**src/rtl/resize_copy_sequencer.sv**
```systemverilog
// Sequencer for the ROM->framebuffer copier: debounces the mode switches, commits a scaling mode,
// runs one supervised copy pass (timeout + retries) and blanks/unblanks the display on frame ticks.
module resize_copy_sequencer #(
    parameter int SEL_W          = 4,
    parameter int STABLE_CYCLES  = 500000,
    parameter int TIMEOUT_CYCLES = 2000000,
    parameter int MAX_RETRY      = 2
) (
    input  logic             clk_50MHz,
    input  logic             vga_reset,
    input  logic [SEL_W-1:0] sw,
    input  logic             frame_tick,
    input  logic             copier_done,
    output logic             copier_start,
    output logic [SEL_W-1:0] copier_seletor,
    output logic             display_enable,
    output logic             busy,
    output logic             error
);

    localparam int STB_W = $clog2(STABLE_CYCLES + 1);
    localparam int TMR_W = (TIMEOUT_CYCLES > 1) ? $clog2(TIMEOUT_CYCLES) : 1;
    localparam int RTY_W = (MAX_RETRY > 0) ? $clog2(MAX_RETRY + 1) : 1;

    localparam logic [STB_W-1:0] STB_MAX    = STB_W'(STABLE_CYCLES);
    localparam logic [STB_W-1:0] STB_COMMIT = STB_W'(STABLE_CYCLES - 1);
    localparam logic [TMR_W-1:0] TMR_LAST   = TMR_W'(TIMEOUT_CYCLES - 1);
    localparam logic [RTY_W-1:0] RTY_MAX    = RTY_W'(MAX_RETRY);

    localparam logic [2:0] ST_SETTLE     = 3'd0;
    localparam logic [2:0] ST_WAIT_BLANK = 3'd1;
    localparam logic [2:0] ST_START      = 3'd2;
    localparam logic [2:0] ST_COPY       = 3'd3;
    localparam logic [2:0] ST_WAIT_SHOW  = 3'd4;
    localparam logic [2:0] ST_SHOW       = 3'd5;
    localparam logic [2:0] ST_FAULT      = 3'd6;

    logic [SEL_W-1:0] sw_meta_q, sw_sync_q;
    logic [SEL_W-1:0] cand_q, cand_d;
    logic [STB_W-1:0] stable_cnt_q, stable_cnt_d;
    logic [2:0]       state_q, state_d;
    logic [SEL_W-1:0] sel_q, sel_d;
    logic [RTY_W-1:0] retry_q, retry_d;
    logic [TMR_W-1:0] timer_q, timer_d;
    logic             pending_q, pending_d;
    logic             disp_q, disp_d;
    logic             err_q, err_d;
    logic             first_pass_q, first_pass_d;
    logic             done_low_seen_q, done_low_seen_d;
    logic             start_q, busy_q;
    logic             commit_req;

    always_comb begin
        cand_d       = cand_q;
        stable_cnt_d = stable_cnt_q;
        if (sw_sync_q != cand_q) begin
            cand_d       = sw_sync_q;
            stable_cnt_d = '0;
        end else if (stable_cnt_q != STB_MAX) begin
            stable_cnt_d = stable_cnt_q + 1'b1;
        end
    end

    // Fires once per stable run: the counter passes STABLE_CYCLES-1 only once before saturating.
    assign commit_req = (stable_cnt_q == STB_COMMIT) && ((cand_q != sel_q) || first_pass_q);

    always_comb begin
        state_d         = state_q;
        sel_d           = sel_q;
        retry_d         = retry_q;
        timer_d         = timer_q;
        pending_d       = pending_q;
        disp_d          = disp_q;
        err_d           = err_q;
        first_pass_d    = first_pass_q;
        done_low_seen_d = done_low_seen_q;
        case (state_q)
            ST_SETTLE, ST_SHOW: begin
                if (commit_req) begin
                    sel_d   = cand_q;
                    retry_d = '0;
                    err_d   = 1'b0;
                    state_d = ST_WAIT_BLANK;
                end
            end
            ST_WAIT_BLANK: begin
                if (commit_req) sel_d = cand_q;
                if (frame_tick) begin
                    disp_d  = 1'b0;
                    state_d = ST_START;
                end
            end
            ST_START: begin
                timer_d         = '0;
                done_low_seen_d = 1'b0;
                first_pass_d    = 1'b0;
                if (commit_req) pending_d = 1'b1;
                state_d = ST_COPY;
            end
            ST_COPY: begin
                if (commit_req) pending_d = 1'b1;
                if (!copier_done) done_low_seen_d = 1'b1;
                // A done level left high by the previous pass only counts once it has been seen low.
                if (done_low_seen_q && copier_done) begin
                    state_d = ST_WAIT_SHOW;
                end else if (timer_q == TMR_LAST) begin
                    if (retry_q < RTY_MAX) begin
                        retry_d = retry_q + 1'b1;
                        state_d = ST_START;
                    end else begin
                        err_d   = 1'b1;
                        state_d = ST_FAULT;
                    end
                end else begin
                    timer_d = timer_q + 1'b1;
                end
            end
            ST_WAIT_SHOW: begin
                if (pending_q || commit_req) begin
                    pending_d = 1'b0;
                    sel_d     = cand_q;
                    retry_d   = '0;
                    state_d   = ST_START;
                end else if (frame_tick) begin
                    disp_d  = 1'b1;
                    state_d = ST_SHOW;
                end
            end
            ST_FAULT: begin
                disp_d = 1'b0;
                if (commit_req || pending_q) begin
                    pending_d = 1'b0;
                    sel_d     = cand_q;
                    retry_d   = '0;
                    err_d     = 1'b0;
                    state_d   = ST_WAIT_BLANK;
                end
            end
            default: state_d = ST_SETTLE;
        endcase
    end

    always_ff @(posedge clk_50MHz or negedge vga_reset) begin
        if (!vga_reset) begin
            sw_meta_q       <= '0;
            sw_sync_q       <= '0;
            cand_q          <= '0;
            stable_cnt_q    <= '0;
            state_q         <= ST_SETTLE;
            sel_q           <= '0;
            retry_q         <= '0;
            timer_q         <= '0;
            pending_q       <= 1'b0;
            disp_q          <= 1'b0;
            err_q           <= 1'b0;
            first_pass_q    <= 1'b1;
            done_low_seen_q <= 1'b0;
            start_q         <= 1'b0;
            busy_q          <= 1'b0;
        end else begin
            sw_meta_q       <= sw;
            sw_sync_q       <= sw_meta_q;
            cand_q          <= cand_d;
            stable_cnt_q    <= stable_cnt_d;
            state_q         <= state_d;
            sel_q           <= sel_d;
            retry_q         <= retry_d;
            timer_q         <= timer_d;
            pending_q       <= pending_d;
            disp_q          <= disp_d;
            err_q           <= err_d;
            first_pass_q    <= first_pass_d;
            done_low_seen_q <= done_low_seen_d;
            start_q         <= (state_q == ST_START);
            busy_q          <= (state_d != ST_SHOW) && (state_d != ST_FAULT);
        end
    end

    assign copier_start   = start_q;
    assign copier_seletor = sel_q;
    assign display_enable = disp_q;
    assign busy           = busy_q;
    assign error          = err_q;

endmodule

```
**config.mk**
```make
export PLATFORM = sky130hd
export DESIGN_NAME = resize_copy_sequencer
export DESIGN_NICKNAME = d
export VERILOG_FILES = /design/src/rtl/resize_copy_sequencer.sv
export SDC_FILE = /design/constraint.sdc
export NUM_CORES = 1
export LEC_CHECK = 0
export ABC_AREA = 1
export CAP_MARGIN = 0
export CORE_ASPECT_RATIO = 0.5
export CORE_UTILIZATION = 35
export CTS_BUF_LIST = sky130_fd_sc_hd__clkbuf_4 sky130_fd_sc_hd__clkbuf_8 sky130_fd_sc_hd__clkbuf_16
export CTS_CLUSTER_DIAMETER = 80
export CTS_CLUSTER_SIZE = 12
export DETAILED_ROUTE_END_ITERATION = 7
export HOLD_SLACK_MARGIN = 0.1
export RECOVER_POWER = 100
export SYNTH_ARGS = -nofsm -noshare
export SYNTH_HDL_FRONTEND = slang
export SYNTH_SLANG_ARGS = --single-unit
```
**constraint.sdc**
```tcl
create_clock -name clk_50MHz -period 4.7 [get_ports clk_50MHz]
set_input_delay 1.175 -clock clk_50MHz [delete_from_list [all_inputs] [get_ports clk_50MHz]]
set_output_delay 1.175 -clock clk_50MHz [all_outputs]
set_load 0.1 [all_outputs]
```
==> flow_summary.yaml, run 1 <==
logic_synthesis:
  yosys.area.top_type: "dfrtp_1"
  syn_area_per_cell_sq_um: 8.04
  syn_inst: 462
  yosys_most_used_dff: "dfrtp_1"
  synth_top_area_frac: 0.451
  yosysSeqAreaShare: 0.458
  synth_cell_type_count: 40
  synth_edf_count: 0
  netlist_top_cells_area: "dfrtp_1 45%, nand2_1 8.9%, inv_1 6.0%, nand3_1 5.4%, nor2_1 5.2%"
  yosysWarningCount: 0
  synth_area_sq_um: 3710
  synth-seq-cells: 68
  async_reset_ff_frac: 1.00
  syn-num-nets: 474
clock_tree:
  cts_tree: "yes"
  clockRootBuffer: "clkbuf_16"
  clockBufferDepth: 2
  hold_buffers: 0
  clock_latency_ps: 340
  path_clk_slew_ps: 50
  postCtsSetupRepairBufs: 0
  cts_resized: 0
  numCtsBuffers: 9
  clock_sinks: 68
  h-tree-depth: 3
drt:
  vias: 3007
  via_per_inst: 4.81
  drtIter0Drc: 212
  drc: 0
  routedWlPerCell_microns: 12.5
  drt_first_pass_iters: 4
  antenna_left: 0
  wl_microns: 7830
setup_path:
  cp_max_fo: 19
  cp.arrival_ps: 3850
  ff2ff_setup_slack_ps: 1230
  crit_start: "copier_done"
  rr_startpoint: "state_q[1]$_DFF_PN0_"
  cp-start-kind: "input pin"
  rr_worst_depth: 8
  endpoint_kind: "register"
  critical_path_class: "input pin to register"
  crit_required_ps: 4910
  r2r-end: "timer_q[7]$_DFFE_PN0P_"
sta:
  worst_pin_slew_ps: 2310
  report.final.setup_viol: 0
  fin_setup_tns_ps: 0
  relSlewSlack: -0.542
  fin_crit_sh: 0.773
  report.final.slew_viol_count: 43
  setup_slack_ps: 1070
  max_freq_ghz: 0.275
  skew_ps: 6.34
  fin_crit_ps: 3630
  final-hold-violation-count: 0
  rsz0062_at_grt: "false"
layout:
  finalNetCount: 492
  drive_above_1_share: 0.0907
  syn_to_final_growth_pct: 12.9
  antenna_cells: 0
  post-route-util: 0.409
global_route:
  grt_max_degree: 43
  grt_pass1_wl_microns: 13400
  overflow: 0
  grt_util_all_layers: 0.158
  antenna_found_initial: 0
  grt_pass1_vias: 2773
flow_run:
  drv_cap: 1
worst_hold_path:
  hold_class: "register to register"
  hold_end: "sw_sync_q[2]$_DFF_PN0_"
  min-delay-start: "sw_meta_q[2]$_DFF_PN0_"
  whs_path_depth: 0
floorplanning:
  num_rows: 26
  die_area_sq_um: 11100
  die_h_microns: 74.9
  coreArea_sq_um: 10200
  io_pins: 16
  die_w_microns: 148
  start_util: 0.363
power:
  powerDensity_nw_per_um2: 297
  p_leak_nw: 1.88
  peakVddDrop_v: 0.000155
run_status:
  violations: "max-capacitance violations, max-slew violations"
  outcome: "finished with violations"
placement:
  place_congestion: 0.864
  dpl.hpwl_microns: 5630
  place_ws_ps: 2000
  io_buffers: 15
## power breakdown
part	total [mW]	internal [mW]	switching (mW)
combinational	0.0286	0.00853	0.0201
clock	0.623	0.359	0.264
sequential	0.595	0.591	0.00357
## worst max-delay path by stage
stage,to,depth (start not counted)
after global routing,timer_q[11]$_DFFE_PN0P_,9
after floorplan,copier_seletor[3],0
final,timer_q[7]$_DFFE_PN0P_,6
after detailed placement,timer_q[4]$_DFFE_PN0P_,8
after global placement,copier_seletor[2],1
after CTS,copier_seletor[0],1
## cell usage after synthesis (2+ instances only)
cell and instances:
a21oi_1 16, a21oi_2 4, and3_1 2, clkbuf_1 6, dfrtp_1 67, ha_1 3
inv_1 59, inv_2 2, nand2_1 88, nand2_2 14, nand2_4 2, nand3_1 40
nand3b_1 3, nand4_1 14, nor2_1 51, nor2_4 3, nor3_1 15, nor3_2 4
nor4_1 3, o21ai_0 20, o21ai_1 7, o21ai_2 4, o31ai_1 5, or2_2 2
xor2_1 13
## flip-flops by register name (all words and copies together), names as in the netlist, 2 cells and up
signal	flops
timer_q	21
stable_cnt_q	19
cand_q	4
copier_seletor	4
sw_meta_q	4
sw_sync_q	4
state_q	3
retry_q	2
## worst max-delay path, stage by stage
cell	delay, ps
clkdlybuf4s50_1	440
a21oi_1	260
nand2_1	140
nand2_1	400
clkinvlp_2	890
o31ai_1	540
## area by class of cell
class	count	area, sq um
flip-flops and latches	68	1700
clock buffers	9	225
multi-input cells	323	1650
clock inverters	7	52.6
fillers	1027	6050
inverters	62	234
well taps	140	175
repair buffers	16	151
## metal layers
metal  GRT usage  vias up  share of wire
met5           0        -              0
met4      0.0367        0         0.0046
met3      0.0509        4          0.034
met2       0.254       48           0.45
met1       0.211     1404           0.51
li1            -     1551              -
## cells in the final DEF (no fill, tap or decap), types with 5 or more instances in the layout
cell type and count:
nand2_1 93, o31ai_1 5, nand3_1 40, nand2_2 11, xor2_1 13, clkbuf_16 9
dfrtp_1 67, a21oi_1 17, inv_1 61, nand4_1 14, nor3_1 18, o21ai_0 26
dlygate4sd3_1 12, nor2_1 52
## stage by stage
step / area (sq um) / instances / total power [mW] / hold WS (ps)
after floorplan: 3710 / 462 / 0.616 / 331
after global placement: 3980 / 609 / 0.636 / 333
after detailed placement: 3980 / 609 / 0.637 / 336
after CTS: 4260 / 625 / 1.27 / 349
after global routing: 4200 / 625 / 1.30 / 358
final: 4200 / 625 / 1.25 / 348
## kinds of logic after synthesis
kind of cell | after synthesis | share of synthesized area
buffers and inverters | 71 | 0.0805
AOI/OAI and AO/OA | 60 | 0.0943
DFF | 68 | 0.458
and+or+nand+nor | 245 | 0.318
adders and majority gates | 4 | 0.0155
xor gates and xnor gates | 14 | 0.0330
Note: power is estimated with default switching activity, not from simulation.
==> run 2: changes to the inputs <==
==> constraint.sdc (replaced) <==
create_clock -name clk_50MHz -period 3.1 [get_ports clk_50MHz]
set_input_delay 0.775 -clock clk_50MHz [delete_from_list [all_inputs] [get_ports clk_50MHz]]
set_output_delay 0.775 -clock clk_50MHz [all_outputs]
set_load 0.1 [all_outputs]
==> run 2 against run 1 <==
Effect of this change:
- the run still ends with max-capacitance violations, max-slew violations left
- die area unchanged
- sequential power is 52% higher
- power up 58%
- critical path depth fell by 5
- clock skew about the same
- routed wire length grew 2.0%
- worst setup slack got worse by 350 ps
- non-clock buffer count up 1
- utilization about the same
- sequential share of layout area about the same
- largest cell class unchanged
==> flow_summary.yaml, run 2 (synthesis gave the netlist of run 1 again) <==
layout:
  syn_to_final_growth_pct: 13.0
  final_area_sq_um: 4200
  top_regs: "timer_q (21), stable_cnt_q (19)"
  final_common_cell: "nand2_1"
  drive_above_1_share: 0.0988
  regMostFlops: "timer_q"
  nFillCells: 1035
  largest_register_ff_count: 21
  finalNetCount: 493
  antenna_cells: 0
  layout_common_cells: "92 x nand2_1, 67 x dfrtp_1, 61 x inv_1"
power:
  p_leak_nw: 1.88
  peakVddDrop_v: 0.000258
  powerDensity_nw_per_um2: 469
floorplanning:
  die_w_microns: 148
  start_util: 0.363
  io_pins: 16
  die_area_sq_um: 11100
  die_h_microns: 74.9
  coreArea_sq_um: 10200
  num_rows: 26
setup_path:
  rr_startpoint: "state_q[1]$_DFF_PN0_"
  critPathSlowestCell: "clkbuf_1"
  cp.arrival_ps: 1610
  crit_family: "buffers and inverters"
  path_cells: "clkbuf_1"
  ff2ff_setup_slack_ps: 740
  endpoint_kind: "output port"
  path_buf_inv: 1
  crit_required_ps: 2320
  cp_max_fo: 4
  critical_path_class: "register to output port"
  r2r-end: "timer_q[4]$_DFFE_PN0P_"
  max_stage_delay_ps: 880
  cp-start-kind: "register"
  rr_worst_depth: 10
clock_tree:
  path_clk_slew_ps: 60
  numCtsBuffers: 9
  cts_resized: 0
  cts_tree: "yes"
  postCtsSetupRepairBufs: 0
  hold_buffers: 0
  clock_sinks: 68
  clockBufferDepth: 2
  clock_latency_ps: 330
  clockRootBuffer: "clkbuf_16"
  h-tree-depth: 3
global_route:
  overflow: 0
  antenna_found_initial: 0
  grt_pass1_wl_microns: 13500
  grt_max_degree: 37
  grt_pass1_vias: 2770
  grt_util_all_layers: 0.157
run_status:
  violations: "max-capacitance violations, max-slew violations"
  outcome: "finished with violations"
sta:
  report.final.setup_viol: 0
  fin_crit_ps: 2390
  worst_pin_slew_ps: 1710
  relSlewSlack: -0.139
  max_freq_ghz: 0.419
  final-hold-violation-count: 0
  fin_crit_sh: 0.769
  report.final.slew_viol_count: 33
  holdWs_ps: 349
  fin_setup_tns_ps: 0
  rsz0062_at_grt: "false"
  skew_ps: 6.24
drt:
  via_per_inst: 4.82
  drtIter0Drc: 206
  vias: 3018
  drc: 0
  routedWlPerCell_microns: 12.8
  wl_microns: 7990
  drt_first_pass_iters: 5
  antenna_left: 0
placement:
  place_congestion: 0.859
  placed_cell_area_sq_um: 3970
  dpl.hpwl_microns: 5750
  io_buffers: 15
worst_hold_path:
  hold_class: "register to register"
  min-delay-start: "sw_meta_q[0]$_DFF_PN0_"
  whs_path_depth: 0
  hold_end: "sw_sync_q[0]$_DFF_PN0_"
flow_run:
  drv_cap: 1
-- run 2: changes by cell type in the layout (fill, tap and decap cells not counted), sizes merged --
| cell | before | now |
|---|---|---|
| bufinv | 0 | 1 |
| clkbuf | 10 | 22 |
| clkinvlp | 2 | 0 |
| buf | 1 | 2 |
| clkinv | 5 | 2 |
| dlygate4sd3 | 12 | 4 |
-- run 2: worst max-delay path by stage --
stage          slack [ps]  depth (start not counted)                       endpoint                     startpoint
2_1_floorplan        1140                         10  copier_seletor[3]$_DFFE_PN0P_  copier_seletor[0]$_DFFE_PN0P_
3_3_place_gp          850                          8         timer_q[4]$_DFFE_PN0P_                    copier_done
3_5_place_dp          810                          8         timer_q[4]$_DFFE_PN0P_                    copier_done
4_1_cts               950                         11         timer_q[4]$_DFFE_PN0P_         timer_q[0]$_DFFE_PN0P_
5_1_grt               560                         10         timer_q[4]$_DFFE_PN0P_           state_q[1]$_DFF_PN0_
6_report              710                          1              copier_seletor[0]  copier_seletor[0]$_DFFE_PN0P_
-- run 2: stage by stage --
step | cells | utilization | power, mW | setup WS, ps
after global routing | 626 | 0.410 | 2.04 | 562
after global placement | 610 | 0.388 | 0.965 | 848
after floorplan | 462 | - | 0.934 | 1140
after CTS | 626 | 0.416 | 1.99 | 946
final | 626 | 0.410 | 1.97 | 715
after detailed placement | 610 | 0.388 | 0.966 | 813
-- run 2: power by group --
part,switching (mW),internal [mW],leakage (nW)
combinational,0.0310,0.0134,0.867
sequential,0.00532,0.897,0.866
clock,0.364,0.656,0.151
-- run 2: final cells by class --
class / count / area (sq um) / area share
repair buffers: 17 / 106 / 0.0253
clock inverters: 3 / 40.0 / 0.00954
clock buffers: 13 / 255 / 0.0608
inverters: 62 / 240 / 0.0572
flip-flops and latches: 68 / 1700 / 0.406
multi-input cells: 323 / 1680 / 0.400
well taps: 140 / 175 / 0.0417
-- run 2: routing by layer --
metal,vias up,part of all wire,global-route usage
li1,1540,-,-
met5,-,0,0
met1,1416,0.50,0.205
met2,52,0.44,0.262
met4,0,0.015,0.0470
met3,10,0.043,0.0388
-- run 2: worst reg2reg max path, delay by kind of cell (launching register included) --
family	cells	cell delay (ps)
and+or+nand+nor	5	1110
buffers and inverters	4	660
DFF	1	390
AOI/OAI and AO/OA	1	130
==> run 3: changes to the inputs <==
==> constraint.sdc (replaced) <==
create_clock -name clk_50MHz -period 2.5 [get_ports clk_50MHz]
set_input_delay 0.625 -clock clk_50MHz [delete_from_list [all_inputs] [get_ports clk_50MHz]]
set_output_delay 0.625 -clock clk_50MHz [all_outputs]
set_load 0.1 [all_outputs]
==> run 3 against run 2 <==
Effect of this change:
- the run still ends with max-capacitance violations, max-slew violations left
- via count is 1.3% higher
- design area is 0.66% higher
- first-iteration DRC count is 12% higher
- combinational power is 20% higher
- critical path depth stayed put
- clock skew is 1.5 ps lower
- sequential cell count stayed put
- routed wire length is 4.2% lower
- worst hold slack hardly changed
- sequential share of layout area is 0.26 points lower
- sequential power is 24% higher
- die area stayed put
- critical endpoint is now error
- largest cell class unchanged
==> flow_summary.yaml, run 3 (synthesis gave the netlist of run 1 again) <==
sta:
  report.final.setup_viol: 0
  report.final.slew_viol_count: 69
  fin_crit_sh: 0.869
  fin_setup_tns_ps: 0
  final-hold-violation-count: 0
  rsz0062_at_grt: "false"
  relSlewSlack: -0.112
  max_freq_ghz: 0.460
  skew_ps: 4.76
  fin_crit_ps: 2170
  worst_pin_slew_ps: 1670
global_route:
  grt_pass1_wl_microns: 13200
  grt_pass1_vias: 2831
  grt_util_all_layers: 0.153
  overflow: 0
  grt_max_degree: 69
  antenna_found_initial: 0
setup_path:
  endpoint_kind: "output port"
  critical_path_class: "register to output port"
  max_stage_delay_ps: 870
  critPathSlowestCell: "clkbuf_1"
  path_cells: "clkbuf_1"
  path_buf_inv: 1
  cp.arrival_ps: 1550
  cp-start-kind: "register"
  crit_required_ps: 1880
  cp_max_fo: 2
  crit_family: "buffers and inverters"
power:
  p_clk_frac: 0.517
  p_leak_nw: 1.90
  peakVddDrop_v: 0.000351
  p_total_mw: 2.42
  comb_power_share: 0.022
  power.internal_mw: 1.91
  p_seq_frac: 0.461
  powerDensity_nw_per_um2: 574
  p_sw_mw: 0.514
  sw_frac_of_total: 0.212
clock_tree:
  clock_sinks: 68
  cts_resized: 0
  clockRootBuffer: "clkbuf_16"
  h-tree-depth: 3
  numCtsBuffers: 9
  cts_tree: "yes"
  postCtsSetupRepairBufs: 0
  clockBufferDepth: 2
  clock_latency_ps: 330
  hold_buffers: 0
  path_clk_slew_ps: 60
layout:
  syn_to_final_growth_pct: 13.7
  top_regs: "timer_q (21), stable_cnt_q (19)"
  layout_common_cells: "92 x nand2_1, 67 x dfrtp_1, 59 x inv_1"
  final_area_sq_um: 4230
  largest_register_ff_count: 21
  instances_no_fill: 628
  final_common_cell: "nand2_1"
  finalNetCount: 495
  antenna_cells: 0
  drive_above_1_share: 0.117
  regMostFlops: "timer_q"
worst_hold_path:
  hold_class: "register to register"
floorplanning:
  io_pins: 16
  coreArea_sq_um: 10200
  num_rows: 26
  die_area_sq_um: 11100
  die_w_microns: 148
  start_util: 0.363
  die_h_microns: 74.9
drt:
  via_per_inst: 4.87
  antenna_left: 0
  wl_microns: 7660
  routedWlPerCell_microns: 12.2
  drc: 0
  drt_first_pass_iters: 4
  vias: 3058
  drtIter0Drc: 231
placement:
  dp.cells: 612
  io_buffers: 15
  placed_cell_area_sq_um: 4000
  dpl.hpwl_microns: 5510
  place_congestion: 0.929
flow_run:
  drv_cap: 1
run_status:
  violations: "max-capacitance violations, max-slew violations"
  outcome: "finished with violations"
## run 3: changes by cell type in the layout (fill, tap and decap cells not counted), sizes merged
cell / delta
clkbuf: -2
clkinv: +2
buf: +1
clkinvlp: +1
## run 3: power groups by stage
| stage | combinational [mW] | clock (mW) | sequential [mW] |
|---|---|---|---|
| 4_1_cts | 0.0614 | 1.29 | 1.12 |
| 5_1_grt | 0.0640 | 1.32 | 1.12 |
| 3_3_place_gp | 0.0614 | 0 | 1.14 |
| 2_1_floorplan | 0.0206 | 0 | 1.14 |
| 6_report | 0.0532 | 1.25 | 1.12 |
| 3_5_place_dp | 0.0610 | 0 | 1.14 |
## run 3: final timing paths
| check | startpoint | to | slack [ps] | cells after the start |
|---|---|---|---|---|
| setup / recovery | error$_DFFE_PN0P_ | error | 330 | 1 |
| hold reg to reg | sw_meta_q[2]$_DFF_PN0_ | sw_sync_q[2]$_DFF_PN0_ | 350 | 0 |
| hold / removal | sw_meta_q[2]$_DFF_PN0_ | sw_sync_q[2]$_DFF_PN0_ | 350 | 0 |
| setup reg to reg | timer_q[0]$_DFFE_PN0P_ | timer_q[11]$_DFFE_PN0P_ | 460 | 9 |
| min in group asynchronous | vga_reset | stable_cnt_q[7]$_DFFE_PN0P_ | 810 | 2 |
| max in group asynchronous | vga_reset | display_enable$_DFFE_PN0P_ | 700 | 2 |
## run 3: routing by layer
layer  vias to the layer above  GRT usage  wire length, microns
met1                      1406      0.204                  3760
met4                         0     0.0687                   139
met5                         -          0                     0
met2                        82      0.239                  3400
li1                       1558          -                     -
met3                        12     0.0376                   363
## run 3: cell type report
type / count / area (sq um)
Multi-Input combinational cell: 323 / 1690
Fill cell: 1035 / 6020
Timing Repair Buffer: 19 / 124
Tap cell: 140 / 175
Clock buffer: 10 / 233
Clock inverter: 6 / 65.1
Inverter: 62 / 240
Sequential cell: 68 / 1700
## run 3: stage by stage
stage / util / hold slack, ps / setup WS (ps)
final: 0.412 / 348 / 327
after global placement: 0.390 / 335 / 365
after floorplan: - / 329 / 535
after global routing: 0.412 / 361 / 206
after CTS: 0.419 / 323 / 442
after detailed placement: 0.390 / 337 / 312
